File: src/rtl/weight_loader.sv
// Spreads a row-major weight stream round-robin over SYS_COLS column FIFOs; 1-cycle accept-to-write latency.
// Stalls the whole stream while the current column's FIFO is full; abort/rst return to IDLE.
module weight_loader #(
  parameter int SYS_COLS   = 4,
  parameter int W_BITWIDTH = 8,
  parameter int W_ROWS     = 4
) (
  input  logic                           i_clk,
  input  logic                           i_rst,
  input  logic                           i_start,
  input  logic                           i_abort,
  input  logic                           i_in_valid,
  output logic                           o_in_ready,
  input  logic [W_BITWIDTH-1:0]          i_in_data,
  input  logic [SYS_COLS-1:0]            i_fifo_full,
  output logic [SYS_COLS-1:0]            o_fifo_wr_en,
  output logic [SYS_COLS*W_BITWIDTH-1:0] o_fifo_din,
  output logic                           o_busy,
  output logic                           o_done
);

  localparam int CW = $clog2(SYS_COLS);
  localparam int RW = (W_ROWS > 1) ? $clog2(W_ROWS) : 1;

  typedef enum logic [1:0] {S_IDLE, S_LOAD, S_DONE} state_t;

  state_t                         r_state;
  state_t                         w_next;
  logic [CW-1:0]                  r_col;
  logic [RW-1:0]                  r_row;
  logic [SYS_COLS-1:0]            r_wr_en;
  logic [SYS_COLS*W_BITWIDTH-1:0] r_din;
  logic                           w_ready;
  logic                           w_accept;
  logic                           w_last_col;
  logic                           w_last_row;

  assign w_last_col = (r_col == CW'(SYS_COLS - 1));
  assign w_last_row = (r_row == RW'(W_ROWS - 1));
  assign w_accept   = w_ready && i_in_valid;

  always_comb begin
    w_next   = r_state;
    w_ready  = 1'b0;
    o_busy   = 1'b0;
    o_done   = 1'b0;
    case (r_state)
      S_IDLE: begin
        if (i_start) w_next = S_LOAD;
      end
      S_LOAD: begin
        o_busy  = 1'b1;
        w_ready = !i_abort && !i_fifo_full[r_col];
        if (i_abort) w_next = S_IDLE;
        else if (w_ready && i_in_valid && w_last_col && w_last_row) w_next = S_DONE;
      end
      S_DONE: begin
        o_busy = 1'b1;
        // abort landing on the final cycle suppresses the completion pulse
        o_done = !i_abort;
        w_next = S_IDLE;
      end
      default: w_next = S_IDLE;
    endcase
  end

  assign o_in_ready   = w_ready;
  assign o_fifo_wr_en = r_wr_en;
  assign o_fifo_din   = r_din;

  always_ff @(posedge i_clk) begin
    if (i_rst) begin
      r_state <= S_IDLE;
      r_col   <= '0;
      r_row   <= '0;
      r_wr_en <= '0;
      r_din   <= '0;
    end else begin
      r_state <= w_next;
      r_wr_en <= '0;
      if (r_state == S_IDLE && i_start) begin
        r_col <= '0;
        r_row <= '0;
      end
      if (w_accept) begin
        r_wr_en <= SYS_COLS'(1) << r_col;
        r_din[r_col*W_BITWIDTH +: W_BITWIDTH] <= i_in_data;
        if (w_last_col) begin
          r_col <= '0;
          r_row <= r_row + RW'(1);
        end else begin
          r_col <= r_col + CW'(1);
        end
      end
    end
  end

endmodule

File: config.mk
export PLATFORM = sky130hd
export DESIGN_NAME = weight_loader
export DESIGN_NICKNAME = d
export VERILOG_FILES = /design/src/rtl/weight_loader.sv
export SDC_FILE = /design/constraint.sdc
export NUM_CORES = 1
export LEC_CHECK = 0
export ABC_AREA = 1
export CAP_MARGIN = 10
export CORE_UTILIZATION = 40
export CTS_CLUSTER_SIZE = 20
export DETAILED_ROUTE_END_ITERATION = 8
export GPL_TIMING_DRIVEN = 1
export PLACE_DENSITY = 0.75
export SETUP_SLACK_MARGIN = 0.4
export SLEW_MARGIN = 20
export SYNTH_ARGS = -nofsm -noshare
export SYNTH_HDL_FRONTEND = slang
export SYNTH_SLANG_ARGS = --single-unit
export TNS_END_PERCENT = 20
File: constraint.sdc
create_clock -name i_clk -period 2.2 [get_ports i_clk]
set_input_delay 0.44 -clock i_clk [delete_from_list [all_inputs] [get_ports i_clk]]
set_output_delay 0.44 -clock i_clk [all_outputs]
set_load 0.005 [all_outputs]
==> After elaboration in Yosys (flattened, before gate mapping) <==
Index checks and enable logic that the tools add are counted.
{ "word_totals": {"elab_cells": 48, "input_bits": 17, "ff_bits": 42} }
{ "op_classes": {"magnitude_cmp": 1, "n_addsub": 3, "n_shift": 3, "n_reduce_logical": 13, "eq_ne": 6, "n_bitwise": 1, "n_mux": 16} }
{ "op_table": {"columns": ["op", "n"], "rows": [
  ["$neg A5 Y34", 1],
  ["$shift A8 B34 Y32 const A", 1],
  ["$shiftx A8 B34 Y32", 1],
  ["$bwmux W32", 1],
  ["$mux W2", 9],
  ["$eq A2 B2 Y1 const B", 3],
  ["$logic_and A1 B1 Y1", 6],
  ["$add A2 B1 Y2 const B", 2],
  ["$mux W1", 4],
  ["$pmux W2 S2", 1],
  ["$reduce_or A2 Y1", 2],
  ["$shl A1 B2 Y4 const A", 1],
  ["$lt A2 B3 Y1 const B", 1],
  ["$ne A3 B3 Y1 const B", 1],
  ["$bmux W1 S2", 1],
  ["$eq A2 B1 Y1 const B", 1],
  ["$logic_not A1 Y1", 2],
  ["$logic_not A2 Y1", 1],
  ["$ne A2 B2 Y1 const B", 1],
  ["$reduce_and A2 Y1", 1],
  ["$reduce_bool A2 Y1", 1],
  ["$not A1 Y1", 1]
]} }

==> Longest topological paths before layout <==
{ "depth": {"word_depth": 10, "mapped_depth": 9, "depth_no_buf": 9} }

==> Least setup slack after synthesis <==
No wires, ideal clock.
{ "synth_path": {"kind": "reg-to-reg", "from": "register r_col[0]", "to": "register r_din[0] (netlist: o_fifo_din[0])", "required_ns": 2.130, "synth_period_minus_slack_ns": 1.727, "stages_incl_launch_ff": 9, "arrival_time_ns": 1.657, "setup_time_ns": 0.070, "path_slack_ns": 0.473, "path_buffers": 1, "path_cell_list": "dfxtp_1 inv_2 buf_2 ha_1 inv_1 nand2_1 nor3_1 nand2_1 a21oi_1"} }
{ "synth_between": {"elab_chain_cells": 6, "elab_cells_between_ends": 10, "cone_classes": "add/sub: 1; shift: 2; mux: 4; reduce/logical: 3"} }
{ "synth_lines": {"columns": ["item", "line", "text"], "rows": [
  ["start: declaration", "29", "logic [CW-1:0] r_col;"],
  ["start signal: assignment", "92", "r_col <= r_col + CW'(1);"],
  ["branches (longest 6 deep; another with $neg A5 Y34)", null, null],
  ["end signal: indexed assignment", "87", "r_din[r_col*W_BITWIDTH +: W_BITWIDTH] <= i_in_data;"],
  ["end: declaration", "32", "logic [SYS_COLS*W_BITWIDTH-1:0] r_din;"]
]} }
Several ways; the timed one is not identified. The select of a mux whose other input is x is not followed.
A chain may end at the register's enable or synchronous reset.

==> Final worst setup path <==
{ "layout_path": {"from": "input port i_fifo_full[0]", "to": "output port o_in_ready"} }
{ "layout_between": {"elab_chain_cells": 5} }
{ "layout_lines": {"columns": ["item", "line", "text"], "rows": [
  ["start: declaration", "15", "input logic [SYS_COLS-1:0] i_fifo_full,"],
  ["$bmux W1 S2", "53", "w_ready = !i_abort && !i_fifo_full[r_col];"],
  ["$mux W1 (implied by the code)", "53", null],
  ["$logic_not A1 Y1", "53", null],
  ["$logic_and A1 B1 Y1", "53", null],
  ["$mux W1", "47", "case (r_state)"],
  ["end: declaration", "13", "output logic o_in_ready,"]
]} }
Every way passes these cells. The select of a mux whose other input is x is not followed.

==> results_dict.tcl <==
set metrics [dict create \
    setup.worst_path.start "i_fifo_full[0]" \
    ios 56 \
    fin_crit_sh_pct 84.8 \
    wl_per_cell_um 12.5 \
    setup_viol 0 \
    clk_latency_ps 300 \
    power_w 0.00165 \
    ff2ff_setup_slack_ps 470 \
    power.leakage_nw 1.05 \
    antenna_found_initial 0 \
    power_density_nw_per_um2 583 \
    crit_path_end_kind "output port" \
    vias_per_cell 5.05 \
    path_cells "clkdlybuf4s50_1, nand2_1, nand3_2, nand2_4, nand2_4, clkinv_4, clkdlybuf4s15_1" \
    timing.final.crit_period_ps 1870 \
    peakVddDrop_v 0.000306 \
    endpoint "o_in_ready" \
    worstHoldPathType "reg -> reg" \
    status "complete, no violations" \
    cts_hold_buffers 0 \
    hold_viol 0 \
    grt_pass1_vias 1900 \
    grt_overflow_total 0 \
    reg2regPathDepth 6 \
    rows 25 \
    synth.distinct_cells 22 \
    cp.required_ps 1760 \
    grt_max_degree 33 \
    grt_first_pass_wirelength_um 8420 \
    port_buffers 55 \
    syn_area_per_cell_um2 7.42 \
    rsz0062_at_grt "yes" \
    worstPathArrival_ps 1430 \
    yosysSeqAreaShare_pct 40.6 \
    cts_root_buffer "clkbuf_8" \
    clkSinkCount 42 \
    cts_buffers 5 \
    startpoint_type "primary input" \
    wirelength_um 5070 \
    dr.first_iter.drc_count 150 \
    r2r_end "o_fifo_din[10]" \
    critPathMaxFanout 2 \
    synth_area_um2 2070 \
    die_x_um 73.9 \
    dp_hpwl_um 3660 \
    max_cap_viol_count 0 \
    drc 0 \
    start_util_pct 42.7 \
    htreeDepth 2 \
    layout.nets 364 \
    syn_inst 279 \
    cts_buffer_depth 2 \
    max_freq_mhz 536 \
    core-area_um2 4850 \
    path_clk_slew_ps 70 \
    postRouteAntennaNets 0 \
    slowest_delay_ps 450 \
    drive_gt1_share_pct 10.4 \
    ys_ff_latch 42 \
    criticalPathCategory "in -> out" \
    crit_path_top_delay_cell "clkdlybuf4s50_1" \
    critPathMostFrequentCell "nand2_4" \
    slew_viol_final 0 \
    slew_headroom_pct 74.7 \
    tightest_slew_ps 379 \
    die_h_um 73.9 \
    cts_tree "yes" \
    fp.dieArea_um2 5470 \
    place_congestion 0.855 \
    syn_to_final_growth_pct 36.5 \
    dr.pass1.iters 4 \
    setup-tns-final_ps 0 \
    clock_skew_ps 7.62 \
    synth_nets 307 \
    antenna_cells 0 \
    ys.warnings.count 0 \
    num_vias 2041 \
    grt_usage_pct 20.1 \
    worstReg2RegStart "r_col[0]" \
]
logic make-up after synthesis:
logic type / Yosys count / share of synthesized area (%)
compound gates: 39 / 9.43
fa+ha+maj: 11 / 6.65
flops: 42 / 40.6
simple gates: 142 / 33.7
buf+inv: 45 / 9.55
flip-flops by register name, summed over array words and instances (netlist names):
name and flops:
r_row 2, o_fifo_wr_en 4, r_state 2, o_fifo_din 32
r_col 2
area by class of cell:
cell class / count / area [µm²]
tap: 67 / 83.8
clock inverter: 2 / 37.5
timing repair buffer: 65 / 626
clock buffer: 6 / 72.6
fill: 459 / 2020
inverter: 30 / 118
sequential: 42 / 843
multi-input combinational: 192 / 1040
per-layer routing:
metal	vias to the layer above	track usage (%)	share of wire, %
met5	-	0	0
met4	0	7.69	1.3
met3	7	5.69	7.8
met2	82	31.6	45
met1	902	26.2	46
li1	1050	-	-
power by group:
group	internal (W)	switching, W
Clock	0.000339	0.000266
Sequential	0.000774	0.0000105
Combinational	0.000108	0.000151
worst min path at each step:
stage / from / end / cells after the start
after floorplan: o_fifo_din[0] / o_fifo_din[0] / 2
after global placement: o_fifo_din[20] / o_fifo_din[20] / 2
after detailed placement: o_fifo_din[12] / o_fifo_din[12] / 2
after CTS: o_fifo_din[12] / o_fifo_din[12] / 2
after global routing: o_fifo_din[12] / o_fifo_din[12] / 2
final: o_fifo_din[12] / o_fifo_din[12] / 2
per-stage QoR:
step / util [%] / setup WS (ps) / cell area, µm² / hold WS [ps] / cells
final: 58.2 / 335 / 2820 / 465 / 404
after floorplan: - / 473 / 2070 / 462 / 279
after global placement: 55.5 / 62.0 / 2690 / 455 / 395
after detailed placement: 55.5 / 40.1 / 2690 / 454 / 395
after CTS: 58.1 / 288 / 2820 / 466 / 404
after global routing: 58.2 / 262 / 2820 / 485 / 404
worst max-delay path: cells and delay by family:
family	cells	cell delay, ps
buffers and inverters	3	700
and+or+nand+nor	4	280
Yosys cell counts:
cell      instances  area share [%]
nor2_2            2            0.60
nand3_1           5             1.2
inv_2             3            0.54
clkbuf_1          6             1.1
nand2_4           2             1.1
nand4_4           1             1.0
dfxtp_1          42              41
clkinv_1          1            0.18
nor2_1           16             2.9
o21ai_1           1            0.24
nand2_1          54             9.8
clkinv_4          1            0.42
buf_6             2             1.1
o21ai_0           4            0.97
nand3_2           2            0.97
nor3_1           33             8.0
nand4_1          27             8.2
clkbuf_2          1            0.24
ha_1             11             6.7
a21oi_1          34             8.2
buf_2             6             1.5
inv_1            25             4.5
cell usage in the layout (no fill, tap or decap):
| cell type | synthesis | routed |
|---|---|---|
| nor2_2 | 2 | 1 |
| dfxtp_2 | 0 | 2 |
| nand2_1 | 54 | 53 |
| inv_2 | 3 | 6 |
| inv_1 | 25 | 22 |
| a21oi_1 | 34 | 34 |
| nor2_1 | 16 | 16 |
| clkinvlp_4 | 0 | 1 |
| clkdlybuf4s50_1 | 0 | 51 |
| nand3_1 | 5 | 4 |
| nand4_4 | 1 | 1 |
| nor3_1 | 33 | 33 |
| clkbuf_1 | 6 | 1 |
| dfxtp_1 | 42 | 40 |
| nor2_4 | 0 | 1 |
| dlymetal6s2s_1 | 0 | 1 |
| nand2_4 | 2 | 2 |
| o21ai_1 | 1 | 1 |
| clkbuf_8 | 0 | 5 |
| clkdlybuf4s15_1 | 0 | 1 |
| clkinv_1 | 1 | 1 |
| nand2_2 | 0 | 1 |
| nand3_2 | 2 | 3 |
| clkinv_4 | 1 | 1 |
| buf_4 | 0 | 10 |
| ha_1 | 11 | 11 |
| nand4_1 | 27 | 27 |
| o21ai_0 | 4 | 4 |
| dlygate4sd2_1 | 0 | 2 |
| bufinv_16 | 0 | 1 |
what timing repair did:
action,4_1_cts,5_1_grt
setup endpoints to repair,3,31
pin swaps,4,0
gates resized for setup,9,4
hold endpoints to repair,0,0
buffers inserted,1,0
cloned,0,0
Power figures use the tool's default switching activity.
